--- config.mk ---
export PLATFORM = sky130hd
export DESIGN_NAME = apb_mem_slave
export DESIGN_NICKNAME = d
export VERILOG_FILES = /design/src/rtl/apb_mem_slave_pkg.sv /design/src/rtl/apb_mem_bank.sv /design/src/rtl/apb_mem_slave.sv
export SDC_FILE = /design/constraint.sdc
export NUM_CORES = 2
export LEC_CHECK = 0
export ABC_AREA = 1
export CAP_MARGIN = 20
export CORE_MARGIN = 4
export CORE_UTILIZATION = 40
export DETAILED_ROUTE_END_ITERATION = 16
export SLEW_MARGIN = 20
export SYNTH_ARGS = -nofsm -noshare
export SYNTH_HDL_FRONTEND = slang
export SYNTH_SLANG_ARGS = --single-unit
export TNS_END_PERCENT = 1
--- constraint.sdc ---
create_clock -name pclk -period 2.5 [get_ports pclk]
set_input_delay 0.25 -clock pclk [delete_from_list [all_inputs] [get_ports pclk]]
set_output_delay 0.25 -clock pclk [all_outputs]
set_load 0.005 [all_outputs]
--- src/rtl/apb_mem_slave_pkg.sv ---
// Shared types and helpers for the APB memory slave.
package apb_pkg;

    // Bus phases as seen by the slave.
    typedef enum logic [1:0] {
        IDLE   = 2'd0,
        SETUP  = 2'd1,
        ACCESS = 2'd2
    } apb_state_e;

    // Largest wait-state count the 4-bit wait counter can hold.
    localparam int MAX_WAIT_STATES = 15;

    // Number of byte-offset bits below the word index for a given data width.
    function automatic int addr_lsb(input int data_width);
        return (data_width <= 8) ? 0 : $clog2(data_width / 8);
    endfunction

endpackage

--- src/rtl/apb_mem_bank.sv ---
// DEPTH x DATA_WIDTH storage with per-byte write enables and an
// asynchronous read port.
module apb_mem_bank #(
    parameter int DATA_WIDTH = 32,
    parameter int DEPTH      = 64,
    parameter int AW         = 6
) (
    input  logic                    clk,
    input  logic [AW-1:0]           addr,
    input  logic [DATA_WIDTH/8-1:0] byte_we,
    input  logic [DATA_WIDTH-1:0]   wdata,
    output logic [DATA_WIDTH-1:0]   rdata
);

    localparam int NB = DATA_WIDTH / 8;

    logic [DATA_WIDTH-1:0] mem [DEPTH];

    // Byte-lane write: lanes with a clear enable keep their old contents.
    always_ff @(posedge clk) begin
        for (int i = 0; i < NB; i++) begin
            if (byte_we[i]) mem[addr][8*i +: 8] <= wdata[8*i +: 8];
        end
    end

    assign rdata = mem[addr];

endmodule

--- src/rtl/apb_mem_slave.sv ---
// Parametrised APB4 memory slave: wait states, byte strobes and an
// out-of-range error response.
module apb_mem_slave
    import apb_pkg::*;
#(
    parameter int ADDR_WIDTH  = 8,
    parameter int DATA_WIDTH  = 32,
    parameter int DEPTH       = 64,
    parameter int WAIT_STATES = 0
) (
    input  logic                    pclk,
    input  logic                    preset,
    input  logic                    psel,
    input  logic                    penable,
    input  logic                    pwrite,
    input  logic [ADDR_WIDTH-1:0]   paddr,
    input  logic [DATA_WIDTH-1:0]   pwdata,
    input  logic [DATA_WIDTH/8-1:0] pstrb,
    output logic                    pready,
    output logic [DATA_WIDTH-1:0]   prdata,
    output logic                    pslverr
);

    localparam int ADDR_LSB = addr_lsb(DATA_WIDTH);
    localparam int IDX_W    = ADDR_WIDTH - ADDR_LSB;
    localparam int NB       = DATA_WIDTH / 8;
    localparam int BANK_AW  = (DEPTH > 1) ? $clog2(DEPTH) : 1;

    // DEPTH may equal 2^IDX_W, so the compare needs one extra bit.
    localparam logic [IDX_W:0] DEPTH_L   = DEPTH[IDX_W:0];
    localparam logic [3:0]     WAIT_INIT = WAIT_STATES[3:0];

    apb_state_e       state, state_n, phase;
    logic [3:0]       wait_cnt, cnt_n;
    logic [IDX_W-1:0] idx;
    logic             err;
    logic [NB-1:0]    byte_we;
    logic [DATA_WIDTH-1:0] rdata;

    assign idx = paddr[ADDR_WIDTH-1:ADDR_LSB];

    // Byte-offset bits are deliberately ignored.
    if (ADDR_LSB > 0) begin : g_lsb
        logic unused_lsb;
        assign unused_lsb = ^paddr[ADDR_LSB-1:0];
    end

    assign err     = ({1'b0, idx} >= DEPTH_L);
    assign pready  = (state == ACCESS) & psel & penable & (wait_cnt == 4'd0);
    assign pslverr = pready & err;
    assign prdata  = (pready & ~pwrite & ~err) ? rdata : '0;

    // Writes commit only on an in-range completion, never on a reset edge.
    assign byte_we = (pready & pwrite & ~err & ~preset) ? pstrb : '0;

    // Current bus phase. SETUP is the cycle with psel & !penable, decoded
    // straight from the bus so the very next cycle is already ACCESS and a
    // zero-wait transfer completes in two cycles. penable seen while idle
    // leaves the registered IDLE in place, so it is ignored.
    always_comb begin
        if (!psel)         phase = IDLE;
        else if (!penable) phase = SETUP;
        else               phase = state;
    end

    // Next-state and wait-counter update.
    always_comb begin
        state_n = state;
        cnt_n   = wait_cnt;
        case (phase)
            SETUP: begin
                state_n = ACCESS;
                cnt_n   = WAIT_INIT;
            end
            ACCESS: begin
                if (wait_cnt != 4'd0) cnt_n = wait_cnt - 4'd1;
                else                  state_n = IDLE;
            end
            default: state_n = IDLE;  // includes psel dropped mid-ACCESS
        endcase
    end

    // State registers with synchronous reset.
    always_ff @(posedge pclk) begin
        if (preset) begin
            state    <= IDLE;
            wait_cnt <= 4'd0;
        end else begin
            state    <= state_n;
            wait_cnt <= cnt_n;
        end
    end

    apb_mem_bank #(
        .DATA_WIDTH (DATA_WIDTH),
        .DEPTH      (DEPTH),
        .AW         (BANK_AW)
    ) u_bank (
        .clk     (pclk),
        .addr    (idx[BANK_AW-1:0]),
        .byte_we (byte_we),
        .wdata   (pwdata),
        .rdata   (rdata)
    );

endmodule

* After elaboration in Yosys (flattened, before gate mapping) *
Memory sizes are Yosys's and may differ from the RTL's.
Index checks and enable logic that the tools add are counted.
Widths: inputs -> output; s select.

word-level totals
  register bits = 6
  output and inout bits = 34
  input port bits = 49
  memories = 1
  memory bits (writable) = 2048

memories
  memory      words  width  rd ports  clocked after Yosys merged registers in  write ports  line                RTL
  u_bank.mem  64     32     1         0                                        1            apb_mem_bank.sv:17  logic [DATA_WIDTH-1:0] mem [DEPTH];

cells by class
  bitwise gates (word level) = 8
  equality and inequality tests = 5
  multiplexer cells = 16
  $add $sub $neg = 1
  reductions and logical operators = 4

operators by type and width
  kind                 number
  $mux 32              1
  $mux 1               8
  $mux 4               2
  $pmux 4 s2           1
  $and 1x1->1          6
  $mux 2               3
  $eq 2x2->1 const B   2
  $logic_not 4->1      1
  $ne 2x2->1 const B   2
  $pmux 2 s2           1
  $reduce_bool 4->1    1
  $sub 4x1->4 const B  1
  $eq 2x1->1 const B   1
  $not 1->1            2
  $reduce_and 2->1     1
  $reduce_bool 2->1    1

* Depth between registers and ports, before layout *
  depth in word-level cells = 9
  depth in mapped cells = 12

* Cells and area by module *
Synthesis repeated with hierarchy kept, for this count alone.

unflattened totals
  cells, all modules = 8809
  area total of the unflattened synthesis = 87665.3 µm²

by module, submodules not included
  module         cells each  area each (µm²)  times used
  apb_mem_bank   8691        87064.8          1
  apb_mem_slave  118         600.6            1

* Least setup slack after synthesis *
OpenSTA, ideal clock, no wires.

  path type = register to register
  start point = register wait_cnt[0]
  end point = memory u_bank.mem[26][0], enable pin
  stages on the path, launching flop included = 10
  slack = 0.255 ns
  library setup time = 0.370 ns
  data arrival time = 1.875 ns
  path through = dfxtp_1 > inv_1 > ha_1 > inv_1 > nor3_1 > nand2_1 > nor3_2 > nand2_1 > clkbuf_1 > nor2_1

between the ends
  word-level cells in the longest chain between the ends = 7

ends and longest elaborated chain
  element                       line                 RTL
  start, declared               apb_mem_slave.sv:34  logic [3:0] wait_cnt, cnt_n;
  start signal, assigned        apb_mem_slave.sv:90  wait_cnt <= cnt_n;
  $logic_not 4->1               apb_mem_slave.sv:49  assign pready = (state == ACCESS) & psel & penable & (wait_cnt == 4'd0);
  $and 1x1->1                   apb_mem_slave.sv:49
  $and 1x1->1 (2 in a row)      apb_mem_slave.sv:54  assign byte_we = (pready & pwrite & ~err & ~preset) ? pstrb : '0;
  $mux 4                        apb_mem_slave.sv:54
  $mux 1                        apb_mem_bank.sv:22   if (byte_we[i]) mem[addr][8*i +: 8] <= wdata[8*i +: 8];
  $mux 1 (not written as such)  apb_mem_bank.sv:22
  end, declared                 apb_mem_bank.sv:17

Every way passes these cells.

* Worst setup path in the final report *
  start point = register wait_cnt[0]
  end point = output prdata[1]

between the ends
  word-level cells in the longest chain between the ends = 4

ends and longest elaborated chain
  element          line                 RTL
  $logic_not 4->1  apb_mem_slave.sv:49
  $and 1x1->1      apb_mem_slave.sv:49
  $and 1x1->1      apb_mem_slave.sv:51  assign prdata = (pready & ~pwrite & ~err) ? rdata : '0;
  $mux 32          apb_mem_slave.sv:51
  end, declared    apb_mem_slave.sv:20  output logic [DATA_WIDTH-1:0] prdata,

Every way passes these cells.

==> impl_metrics.csv <==
group,metric,value,unit
clock_network,htreeDepth,4,
clock_network,numCtsBuffers,204,
place,port_buffers,79,
final_layout,multi_input_area,19680,um^2
min_path,hold_depth,2,
place,dp.cells,11938,
floorplanning,start_util,40.23,%
final_layout,nFillCells,19531,
grt,grt_max_degree,65,
drt,wl_per_cell,20.53,um
drt,vias,60237,
yosys,synth_cells,8472,
sta,finalHoldViolCount,0,
run_status,violations,"negative setup slack",
yosys,yosysWarnings,0,
grt,grt.total_usage,21.90,%
power_and_ir_drop,p_sw,16.17,mW
floorplanning,core,219700,um^2
sta,worst_pin_slew,0.9155,ns
drt,route.detailed.drc,0,
run_status,status,"finished, violations left",
sta,max_freq,347.9,MHz
grt,gr-total-overflow,0,
drt,drt-pass1-iter-count,6,
grt,grt_pass1_vias,58779,
clock_network,clk_latency,0.85,ns
grt,grt_pass1_wl,376.1,mm
place,place_ws,-1.216,ns
worst_setup_path,path_max_fanout,8,
power_and_ir_drop,switching_share,22.33,%
floorplanning,die_x,478.1,um
floorplanning,chipHeight,478.1,um
power_and_ir_drop,internal_power,56.23,mW
grt,antenna_found_initial,16,
power_and_ir_drop,pwr-share-seq,52.3,%
sta,relSlewSlack,38.97,%
drt,vias_per_cell,4.877,
sta,finalWorstSetupSlack,-0.3741,ns
clock_network,cts_max_path_buffers,3,
power_and_ir_drop,p_clk_share,41.8,%
drt,drt_iter0_markers,5886,
power_and_ir_drop,power.leakage,45.67,nW
drt,final_antenna_net_count,0,
yosys,ys_ff_latch,2053,
sta,setup_violations,32,
yosys,syn_avg_cell_area,10.43,um^2
worst_setup_path,endpoint_kind,"output port",
place,gp_congestion,0.8770,
floorplanning,io_pins,83,
floorplanning,die_area,228600,um^2
clock_network,clk_pin_slew_worst_paths,0.06,ns
yosys,syn-num-nets,8522,
final_layout,area_growth,21.12,%
worst_setup_path,arrival,2.62,ns
clock_network,cts_tree,"yes",
yosys,syn_area,88390,um^2
power_and_ir_drop,vdd_ir_drop_max,0.7156,mV
sta,finClkSkew,0.03426,ns
yosys,ys_types,23,
clock_network,cts-root-buf,"clkbuf_16",
worst_setup_path,startpoint_type,"register",
yosys,yosysSeqAreaShare,69.69,%
power_and_ir_drop,p_per_area,676.3,nW/um^2
clock_network,clock_sinks,2053,
floorplanning,num_rows,172,
final_layout,fin_nets,9270,
flow_run,cap_viol_max_count,0,
worst_setup_path,cp.required,2.25,ns
sta,rsz0062_at_grt,"yes",
power_and_ir_drop,pwr-share-comb,6.0,%
worst_setup_path,r2r_cells,12,
final_layout,drive_above_1_share,16.70,%
sta,finalCritPeriodShare,115.0,%
min_path,hold_class,"input pin to register",
final_layout,stdcell_count,12350,
sta,min_period,2.874,ns
final_layout,final_core_util,48.72,%
worst_setup_path,worstSetupPathType,"register to output port",
drt,wl,253.5,mm
place,dp_hpwl,169.2,mm
final_layout,final-seq-area,61600,um^2
sta,slew_viol_final,0,
repair_timing:
| action | in CTS | in global routing |
|---|---|---|
| gates cloned | 2 | 0 |
| pin swaps | 6 | 18 |
| gates resized for setup | 239 | 129 |
| endpoints found under the hold margin | 970 | 0 |
| buffers inserted | 6 | 4 |
| endpoints found under the setup margin | 78 | 77 |
| hold buffers | 27 | 0 |
through the flow:
stage | setup TNS (ns) | instance area (um^2) | hold WS [ns] | total power [mW]
floorplan | 0 | 88390 | 0.3191 | 40.38
detailed placement | -822.00 | 99390 | 0.5410 | 42.70
CTS | -15.72 | 106700 | 0.006144 | 72.77
global route | -11.99 | 107000 | 0.05945 | 74.66
finish | -9.346 | 107100 | 0.07522 | 72.40
global placement | -813.92 | 99390 | 0.5163 | 42.66
path summary, 6_finish.rpt:
check                            from                     endpoint  slack [ns]
max          wait_cnt[0]$_SDFFE_PP0P_                    prdata[1]       -0.37
min                            preset        state[1]$_SDFFE_PP0P_        0.08
min reg2reg  wait_cnt[0]$_SDFFE_PP0P_     wait_cnt[0]$_SDFFE_PP0P_        0.55
max reg2reg  wait_cnt[0]$_SDFFE_PP0P_  u_bank.mem[2][24]$_DFFE_PP_        0.09
per-layer routing:
metal	part of all wire (%)	global-route usage, %
met1	41	29.06
met2	47	35.84
met3	6.7	3.091
met4	5.0	9.869
met5	0.054	0
sequential cells by signal (all words and copies together), names as in the netlist:
signal / count
state: 1
u_bank.mem: 2048
wait_cnt: 4
power by group through the flow:
stage	combinational (mW)	sequential, mW	clock (mW)
2_1_floorplan	1.79	38.6	0
3_3_place_gp	4.09	38.6	0
3_5_place_dp	4.12	38.6	0
4_1_cts	4.27	37.8	30.7
5_1_grt	4.68	37.8	32.2
6_report	4.33	37.8	30.2
Yosys cell counts:
master    count  area (um^2)
o21ai_1     162        810.8
or2_2       224         1401
and3_1        2        12.51
edfxtp_1   2048        61500
o21ai_0     160        800.8
buf_2       222         1111
nor2_2        7        43.79
nor2_1      516         1937
buf_1        15        56.30
o211ai_1     64        480.5
nor2_4        2        22.52
inv_2         5        18.77
ha_1          1        12.51
conb_1        1        3.750
nor3_2        1        10.01
buf_4         5        37.54
nor3_1       13        65.06
inv_1      1614         6058
a21oi_1      36        180.2
dfxtp_1       5        100.1
nand2_1    2348         8813
clkbuf_1    157        589.3
nand3_1     864         4324
cell usage in the layout (no fill, tap or decap), drive strengths merged:
cell	count
dlygate4sd3	27
o211ai	64
or2	224
diode	5
edfxtp	2048
clkinvlp	4
nand2	2348
clkdlybuf4s50	11
and3	2
clkbuf	244
nor2	525
nor3	14
o21ai	322
a21oi	36
conb	1
ha	1
inv	1628
bufbuf	1
clkdlybuf4s15	1
bufinv	18
buf	899
clkinv	100
dfxtp	5
nand3	864
cell families (layout without fill, tap and decap cells):
logic type,after synthesis,after routing,share of synthesized area (%)
and+or+nand+nor,3977,3977,18.81
adders and majority gates,1,1,0.01415
DFF,2053,2053,69.69
other,1,6,0.004243
buffers and inverters,2018,2933,8.905
AOI/OAI and AO/OA,422,422,2.571
cell type report:
class	instances	share of cell area, %
inverters	1619	5.691
well taps	2958	3.457
flip-flops and latches	2053	57.54
clock inverters	131	1.189
multi-input cells	4401	18.38
diodes	5	0.01169
clock buffers	242	4.922
repair buffers	941	8.804
critical path, cell delays in order, from the launching register on:
cell and delay [ns]:
dfxtp_2 0.32, inv_2 0.06, ha_4 0.14, inv_2 0.04, nor3_4 0.15, nand2_2 0.11
inv_4 0.10, nand2_8 0.07, buf_16 0.18, buf_6 0.13, a21oi_4 0.17, buf_6 0.18
buf_6 0.10
No activity file was read; power rests on OpenSTA's default activity.
